--- src/rtl/matmul_seq_engine_pkg.sv ---
// Shared definitions for the sequential matrix-multiply engine: default sizes,
// operation-register word map, opcode values and the FSM state encoding.
package matmul_seq_engine_pkg;

    localparam int DEF_MEM_SIZE = 4;
    localparam int SEQ_BITS     = $clog2(DEF_MEM_SIZE + 1);

    localparam int OPREG_WORDS  = 6;
    localparam int OPREG_W      = 32;

    localparam int OPREG_OP     = 0;
    localparam int OPREG_WA     = 1;
    localparam int OPREG_HA     = 2;
    localparam int OPREG_WB     = 3;
    localparam int OPREG_HB     = 4;
    localparam int OPREG_GO     = 5;

    localparam logic [31:0] OP_MATMUL = 32'h1;

    typedef enum logic [1:0] {
        ST_IDLE   = 2'd0,
        ST_CLEAR  = 2'd1,
        ST_MAC    = 2'd2,
        ST_FINISH = 2'd3
    } state_t;

    // A dimension word only fits the counters when nothing is set above idx_w;
    // anything larger is necessarily beyond the matrix size.
    function automatic logic dim_fits(input logic [31:0] word, input int idx_w);
        return (word >> idx_w) == 32'd0;
    endfunction

endpackage

--- src/rtl/matmul_seq_engine_if.sv ---
// Bus between the Wishbone accelerator top (master) and the compute engine
// (slave): start level, operation words, operand matrices, result and status.
interface matmul_seq_engine_if
    import matmul_seq_engine_pkg::*;
#(
    parameter int MEM_SIZE = DEF_MEM_SIZE,
    parameter int DATA_W   = 32
);

    logic                                  enable;
    logic [OPREG_WORDS*OPREG_W-1:0]        operation_reg_port;
    logic [DATA_W*MEM_SIZE*MEM_SIZE-1:0]   matrixA_in_port;
    logic [DATA_W*MEM_SIZE*MEM_SIZE-1:0]   matrixB_in_port;
    logic [DATA_W*MEM_SIZE*MEM_SIZE-1:0]   matrixC_out_port;
    logic                                  done;
    logic                                  error;

    modport master (
        output enable,
        output operation_reg_port,
        output matrixA_in_port,
        output matrixB_in_port,
        input  matrixC_out_port,
        input  done,
        input  error
    );

    modport slave (
        input  enable,
        input  operation_reg_port,
        input  matrixA_in_port,
        input  matrixB_in_port,
        output matrixC_out_port,
        output done,
        output error
    );

endinterface

--- src/rtl/matmul_seq_engine_mac_unit.sv ---
// Single multiply-accumulate step: acc + a*b, wrapping modulo 2^DATA_W.
// Kept separate so a pipelined multiplier can be dropped in later.
module matmul_seq_engine_mac_unit #(
    parameter int DATA_W = 32
) (
    input  logic [DATA_W-1:0] acc,
    input  logic [DATA_W-1:0] operand_a,
    input  logic [DATA_W-1:0] operand_b,
    output logic [DATA_W-1:0] sum
);

    assign sum = acc + operand_a * operand_b;

endmodule

--- src/rtl/matmul_seq_engine.sv ---
// Sequential matrix-multiply engine: one multiply-accumulate per cycle,
// i/j outer loops and k inner loop, result held in a registered C matrix.
module matmul_seq_engine
    import matmul_seq_engine_pkg::*;
#(
    parameter int MEM_SIZE = DEF_MEM_SIZE,
    parameter int DATA_W   = 32,
    parameter int IDX_W    = $clog2(MEM_SIZE + 1)
) (
    input  logic                clk,
    input  logic                reset,
    matmul_seq_engine_if.slave  bus
);

    localparam int ELEM_W = (MEM_SIZE > 1) ? $clog2(MEM_SIZE * MEM_SIZE) : 1;
    localparam logic [IDX_W-1:0] N_DIM = IDX_W'(MEM_SIZE);
    localparam logic [IDX_W-1:0] ONE   = IDX_W'(1);

    typedef logic [MEM_SIZE*MEM_SIZE-1:0][DATA_W-1:0] mat_t;

    mat_t                              a_mat;
    mat_t                              b_mat;
    mat_t                              c_mat;
    logic [OPREG_WORDS-1:0][OPREG_W-1:0] op_words;

    state_t                            state;
    logic [31:0]                       opcode_q;
    logic [IDX_W-1:0]                  k_dim;
    logic [IDX_W-1:0]                  m_dim;
    logic [IDX_W-1:0]                  p_dim;
    logic [IDX_W-1:0]                  kb_dim;
    logic                              dims_fit;

    logic [IDX_W-1:0]                  i_cnt;
    logic [IDX_W-1:0]                  j_cnt;
    logic [IDX_W-1:0]                  k_cnt;
    logic [DATA_W-1:0]                 acc;
    logic [DATA_W-1:0]                 mac_sum;
    logic [ELEM_W-1:0]                 a_idx;
    logic [ELEM_W-1:0]                 b_idx;
    logic [ELEM_W-1:0]                 c_idx;
    logic                              start_valid;
    logic                              done_q;
    logic                              error_q;
    logic                              unused_go;

    assign op_words = bus.operation_reg_port;
    assign a_mat    = bus.matrixA_in_port;
    assign b_mat    = bus.matrixB_in_port;

    assign bus.matrixC_out_port = c_mat;
    assign bus.done             = done_q;
    assign bus.error            = error_q;

    // The go word is only meaningful to the top; the engine starts on enable.
    assign unused_go = ^op_words[OPREG_GO];

    assign a_idx = ELEM_W'(int'(i_cnt) * MEM_SIZE + int'(k_cnt));
    assign b_idx = ELEM_W'(int'(k_cnt) * MEM_SIZE + int'(j_cnt));
    assign c_idx = ELEM_W'(int'(i_cnt) * MEM_SIZE + int'(j_cnt));

    assign start_valid = (opcode_q == OP_MATMUL) && dims_fit &&
                         (k_dim == kb_dim) &&
                         (k_dim != '0) && (k_dim <= N_DIM) &&
                         (m_dim != '0) && (m_dim <= N_DIM) &&
                         (p_dim != '0) && (p_dim <= N_DIM);

    matmul_seq_engine_mac_unit #(
        .DATA_W(DATA_W)
    ) u_mac (
        .acc      (acc),
        .operand_a(a_mat[a_idx]),
        .operand_b(b_mat[b_idx]),
        .sum      (mac_sum)
    );

    // Control FSM: latch the operation, validate it, step the MAC loops and
    // hold the result until the top releases enable.
    always_ff @(posedge clk) begin
        if (reset) begin
            state    <= ST_IDLE;
            done_q   <= 1'b1;
            error_q  <= 1'b0;
            c_mat    <= '0;
            i_cnt    <= '0;
            j_cnt    <= '0;
            k_cnt    <= '0;
            acc      <= '0;
            opcode_q <= '0;
            k_dim    <= '0;
            m_dim    <= '0;
            p_dim    <= '0;
            kb_dim   <= '0;
            dims_fit <= 1'b0;
        end else begin
            case (state)
                ST_IDLE: begin
                    if (bus.enable) begin
                        opcode_q <= op_words[OPREG_OP];
                        k_dim    <= IDX_W'(op_words[OPREG_WA]);
                        m_dim    <= IDX_W'(op_words[OPREG_HA]);
                        p_dim    <= IDX_W'(op_words[OPREG_WB]);
                        kb_dim   <= IDX_W'(op_words[OPREG_HB]);
                        dims_fit <= dim_fits(op_words[OPREG_WA], IDX_W) &&
                                    dim_fits(op_words[OPREG_HA], IDX_W) &&
                                    dim_fits(op_words[OPREG_WB], IDX_W) &&
                                    dim_fits(op_words[OPREG_HB], IDX_W);
                        done_q   <= 1'b0;
                        error_q  <= 1'b0;
                        state    <= ST_CLEAR;
                    end
                end

                ST_CLEAR: begin
                    c_mat <= '0;
                    i_cnt <= '0;
                    j_cnt <= '0;
                    k_cnt <= '0;
                    acc   <= '0;
                    if (!bus.enable) begin
                        done_q  <= 1'b1;
                        error_q <= 1'b0;
                        state   <= ST_IDLE;
                    end else if (!start_valid) begin
                        done_q  <= 1'b1;
                        error_q <= 1'b1;
                        state   <= ST_FINISH;
                    end else begin
                        state <= ST_MAC;
                    end
                end

                ST_MAC: begin
                    if (!bus.enable) begin
                        c_mat   <= '0;
                        i_cnt   <= '0;
                        j_cnt   <= '0;
                        k_cnt   <= '0;
                        acc     <= '0;
                        done_q  <= 1'b1;
                        error_q <= 1'b0;
                        state   <= ST_IDLE;
                    end else if (k_cnt != k_dim - ONE) begin
                        acc   <= mac_sum;
                        k_cnt <= k_cnt + ONE;
                    end else begin
                        c_mat[c_idx] <= mac_sum;
                        acc          <= '0;
                        k_cnt        <= '0;
                        if (j_cnt == p_dim - ONE) begin
                            j_cnt <= '0;
                            if (i_cnt == m_dim - ONE) begin
                                done_q <= 1'b1;
                                state  <= ST_FINISH;
                            end else begin
                                i_cnt <= i_cnt + ONE;
                            end
                        end else begin
                            j_cnt <= j_cnt + ONE;
                        end
                    end
                end

                ST_FINISH: begin
                    if (!bus.enable) begin
                        state <= ST_IDLE;
                    end
                end

                default: begin
                    state <= ST_IDLE;
                end
            endcase
        end
    end

endmodule
--- src/flat_wrapper.sv ---
// flat-port wrapper written by rule: the top's interface ports become plain ports
module matmul_seq_engine_flat import matmul_seq_engine_pkg::*;
#(
    parameter int MEM_SIZE = DEF_MEM_SIZE,
    parameter int DATA_W   = 32,
    parameter int IDX_W    = $clog2(MEM_SIZE + 1)
)
  (clk, reset, bus_enable, bus_operation_reg_port, bus_matrixA_in_port, bus_matrixB_in_port, bus_matrixC_out_port, bus_done, bus_error);
  matmul_seq_engine_if #(.MEM_SIZE(MEM_SIZE), .DATA_W(DATA_W)) bus_i ();
  input  logic clk;
  input  logic reset;
  input wire logic [$bits(bus_i.enable)-1:0] bus_enable;
  input wire logic [$bits(bus_i.operation_reg_port)-1:0] bus_operation_reg_port;
  input wire logic [$bits(bus_i.matrixA_in_port)-1:0] bus_matrixA_in_port;
  input wire logic [$bits(bus_i.matrixB_in_port)-1:0] bus_matrixB_in_port;
  output wire logic [$bits(bus_i.matrixC_out_port)-1:0] bus_matrixC_out_port;
  output wire logic [$bits(bus_i.done)-1:0] bus_done;
  output wire logic [$bits(bus_i.error)-1:0] bus_error;
  assign bus_i.enable = bus_enable;
  assign bus_i.operation_reg_port = bus_operation_reg_port;
  assign bus_i.matrixA_in_port = bus_matrixA_in_port;
  assign bus_i.matrixB_in_port = bus_matrixB_in_port;
  assign bus_matrixC_out_port = bus_i.matrixC_out_port;
  assign bus_done = bus_i.done;
  assign bus_error = bus_i.error;
  matmul_seq_engine #(.MEM_SIZE(MEM_SIZE), .DATA_W(DATA_W), .IDX_W(IDX_W)) u_core (.clk(clk), .reset(reset), .bus(bus_i));
endmodule
--- config.mk ---
export PLATFORM = sky130hd
export DESIGN_NAME = matmul_seq_engine_flat
export DESIGN_NICKNAME = d
export VERILOG_FILES = /design/src/rtl/matmul_seq_engine_pkg.sv /design/src/rtl/matmul_seq_engine_if.sv /design/src/rtl/matmul_seq_engine_mac_unit.sv /design/src/rtl/matmul_seq_engine.sv /design/src/flat_wrapper.sv
export SDC_FILE = /design/constraint.sdc
export NUM_CORES = 2
export LEC_CHECK = 0
export CAP_MARGIN = 0
export CELL_PAD_IN_SITES_DETAIL_PLACEMENT = 1
export CELL_PAD_IN_SITES_GLOBAL_PLACEMENT = 2
export CORE_AREA = 2 2 672 674
export DETAILED_ROUTE_END_ITERATION = 6
export DIE_AREA = 0 0 674 676
export GPL_ROUTABILITY_DRIVEN = 0
export PLACE_DENSITY = 0.48
export SLEW_MARGIN = 10
export SYNTH_ARGS = -nofsm -noshare
export SYNTH_HDL_FRONTEND = slang
export SYNTH_SLANG_ARGS = --single-unit
--- constraint.sdc ---
create_clock -name clk -period 13 [get_ports clk]
set_input_delay 1.3 -clock clk [delete_from_list [all_inputs] [get_ports clk]]
set_output_delay 1.3 -clock clk [all_outputs]
set_load 0.02 [all_outputs]
==> metrics.cfg <==
[cells_and_area]
drive_above_1_share = 0.1094
layout.nets = 8217
final_cell_area_um2 = 74250
area_delta_synth_final_pct = 58.44
stdcell_count = 12571
fillers = 51958

[flow_run]
cap_violations = 0

[placement]
portBuffers = 1700
dp_cells = 12290
placed_cell_area_um2 = 71270
dp_hpwl_um = 335200

[clock_tree]
cts_sinks = 602
worstSkewPairLatency_ns = 0.69
cts-resized-gates = 0
cts_root_buf = clkbuf_16
clock_path_buffers = 3
hold_buffers = 0
cts_tree = built
post-cts-setup-buffers = 0
cts.clk_slew.worst_paths_ns = 0.06
htree_levels = 3
cts_made_buffers = 76

[detailed_routing]
antenna_left = 0
wl_um = 409200
dr.pass1.iters = 5
vias = 47402
wl_per_cell_um = 32.55
drc = 0
via_per_inst = 3.771
initialDrtViolationCount = 3207

[synthesis]
ys_seq_elements = 602
seq_area_frac_synth = 0.2572
synth_edf_count = 0
syn_nets = 6678
ys_top_cells_by_count = 766 x nor2_1, 602 x dfxtp_1, 551 x inv_1, 438 x fa_1, 405 x a22oi_1
synth.top_cell.area_share = 0.2572
yosysMostFrequentCell = nor2_1
syn_inst = 4877
synthTopCellsByArea = dfxtp_1 26%, fa_1 19%, mux4_2 13%
yosysTopAreaCell = dfxtp_1
avgSynthCellArea_um2 = 9.608
yosysUniqueCellTypes = 73
yosys_warnings = 0
synthArstFlopShare = 0
synth_ff_type = dfxtp_1
syn_area_um2 = 46860

[timing]
finalSetupTns_ns = 0
slew_headroom = 0.2310
fin_skew_ns = 0.05501
timing_hold_violations_final = 0
period_needed_ns = 11.17
drv_slew = 0
worstMarginPinSlew_ns = 1.144
fin_crit_sh = 0.8589
rsz0062_at_grt = false
setup_viol_count_final = 0
fmax_mhz = 89.56

[global_route]
grt_pass1_wl_um = 522300
antenna_found_initial = 219
grt_pass1_vias = 50020
track_usage = 0.1736
grt_max_degree = 135
grt_overflow = 0

[worst_setup_path]
startpoint = u_core.j_cnt[2]$_SDFFE_PP0P_
crit_path_top_delay_cell = a211oi_4
crit_top_cell = fa_1
cp.required_ns = 13.58
critPathMaxStageDelay_ns = 0.91
crit_type = flip-flop to flip-flop
worstPathMaxFanout = 15
crit_arrival_ns = 11.75
start_kind = flip-flop
endpoint_kind = flip-flop
ff2ff_path_depth = 30
worstReg2RegStart = u_core.j_cnt[2]$_SDFFE_PP0P_

[floorplan]
core_um2 = 447800
die_w_um = 674
die_h_um = 676
start_util = 0.1046
rows = 246
die_area_um2 = 455600
io_pins = 1733

[min_path]
hold_class = flip-flop to flip-flop
hold_start = u_core.bus.matrixC_out_port[378]$_SDFFE_PP0P_
whs_path_depth = 2

[run_status]
status = finished clean

## critical path, delay by kind of cell, from the launching register on
kind                     cells  cell delay (ns)
adder cells (fa/ha/maj)     10             4.96
flip-flops                   1             0.30
XOR/XNOR                     1             0.68
buffers and inverters        8             1.28
AO/OA/AOI/OAI                5             1.81
AND/OR/NAND/NOR              6             1.87
## per-layer routing
layer	vias up	global-route usage	share of wire
li1	19829	-	-
met1	24896	0.2112	0.41
met2	2068	0.2866	0.47
met3	523	0.05164	0.078
met4	86	0.06807	0.040
met5	-	0	0.0014
## per-stage QoR
step / hold WS, ns / utilization / worst slack (ns)
after CTS: 0.4580 / 0.1650 / 1.650
after floorplan: 0.4318 / - / 3.135
after global placement: 0.4402 / 0.1591 / 1.291
after global routing: 0.4825 / 0.1654 / 1.214
final: 0.4565 / 0.1658 / 1.834
after detailed placement: 0.4494 / 0.1591 / 1.188
## state kept, by name, indices dropped and copies added, names as in the netlist
register,flops
u_core.acc,32
u_core.bus.done,1
u_core.bus.error,1
u_core.bus.matrixC_out_port,512
u_core.dims_fit,1
u_core.i_cnt,3
u_core.j_cnt,3
u_core.k_cnt,3
u_core.k_dim,3
u_core.kb_dim,3
u_core.m_dim,3
u_core.opcode_q,32
u_core.p_dim,3
u_core.state,2
## cells in the final DEF, fill, tap and decap left out, types with 16 or more instances in the layout
master / synthesis / layout
xnor2_1: 69 / 56
a21oi_1: 138 / 136
o311ai_0: 32 / 32
and2_1: 26 / 24
fa_1: 438 / 437
inv_1: 551 / 550
buf_4: 29 / 149
nand2b_1: 43 / 41
diode_2: 0 / 147
or2_2: 35 / 35
mux4_2: 266 / 266
o31ai_1: 22 / 22
nor2b_1: 35 / 35
a32oi_1: 17 / 17
nand2_1: 372 / 372
nor3_1: 19 / 16
clkdlybuf4s50_1: 0 / 1699
nand4_1: 19 / 19
nor4_1: 42 / 42
nand3b_1: 64 / 64
mux2_2: 29 / 29
nand3_1: 32 / 32
o41ai_1: 17 / 17
or3_1: 37 / 32
clkbuf_16: 0 / 77
dfxtp_1: 602 / 598
nor2_2: 0 / 16
nor2_1: 766 / 746
ha_1: 144 / 138
clkbuf_1: 299 / 21
a22oi_1: 405 / 405
mux2i_1: 76 / 71
xor2_1: 20 / 16
o21ai_0: 43 / 41
## cell type report
| cell class | instances | area, um2 | share of cell area |
|---|---|---|---|
| multi-input cells | 3326 | 31360 | 0.4224 |
| diodes | 147 | 367.9 | 0.004955 |
| well taps | 5952 | 7447 | 0.1003 |
| clock inverters | 24 | 436.7 | 0.005881 |
| inverters | 552 | 2072 | 0.02791 |
| flip-flops and latches | 602 | 12070 | 0.1625 |
| repair buffers | 1858 | 18320 | 0.2468 |
| clock buffers | 110 | 2171 | 0.02924 |
## cells by family (layout without fill, tap and decap cells)
group	count (synthesis)	in the layout	synth area share
other cells	0	147	0
mux	384	384	0.1583
flops	602	602	0.2572
buf+inv	949	2544	0.08357
fa+ha+maj	582	582	0.2256
simple gates	1504	1504	0.1406
compound gates	759	759	0.1144
xor+xnor	97	97	0.02035
## final timing paths
| kind | end | slack [ns] |
|---|---|---|
| hold / removal | u_core.bus.matrixC_out_port[378]$_SDFFE_PP0P_ | 0.46 |
| setup reg to reg | u_core.bus.matrixC_out_port[511]$_SDFFE_PP0P_ | 1.83 |
| setup / recovery | u_core.bus.matrixC_out_port[511]$_SDFFE_PP0P_ | 1.83 |
| hold reg to reg | u_core.bus.matrixC_out_port[378]$_SDFFE_PP0P_ | 0.46 |
Power is not shown: default switching activity piles up to over one toggle a cycle in this logic, so the estimate is an artifact.
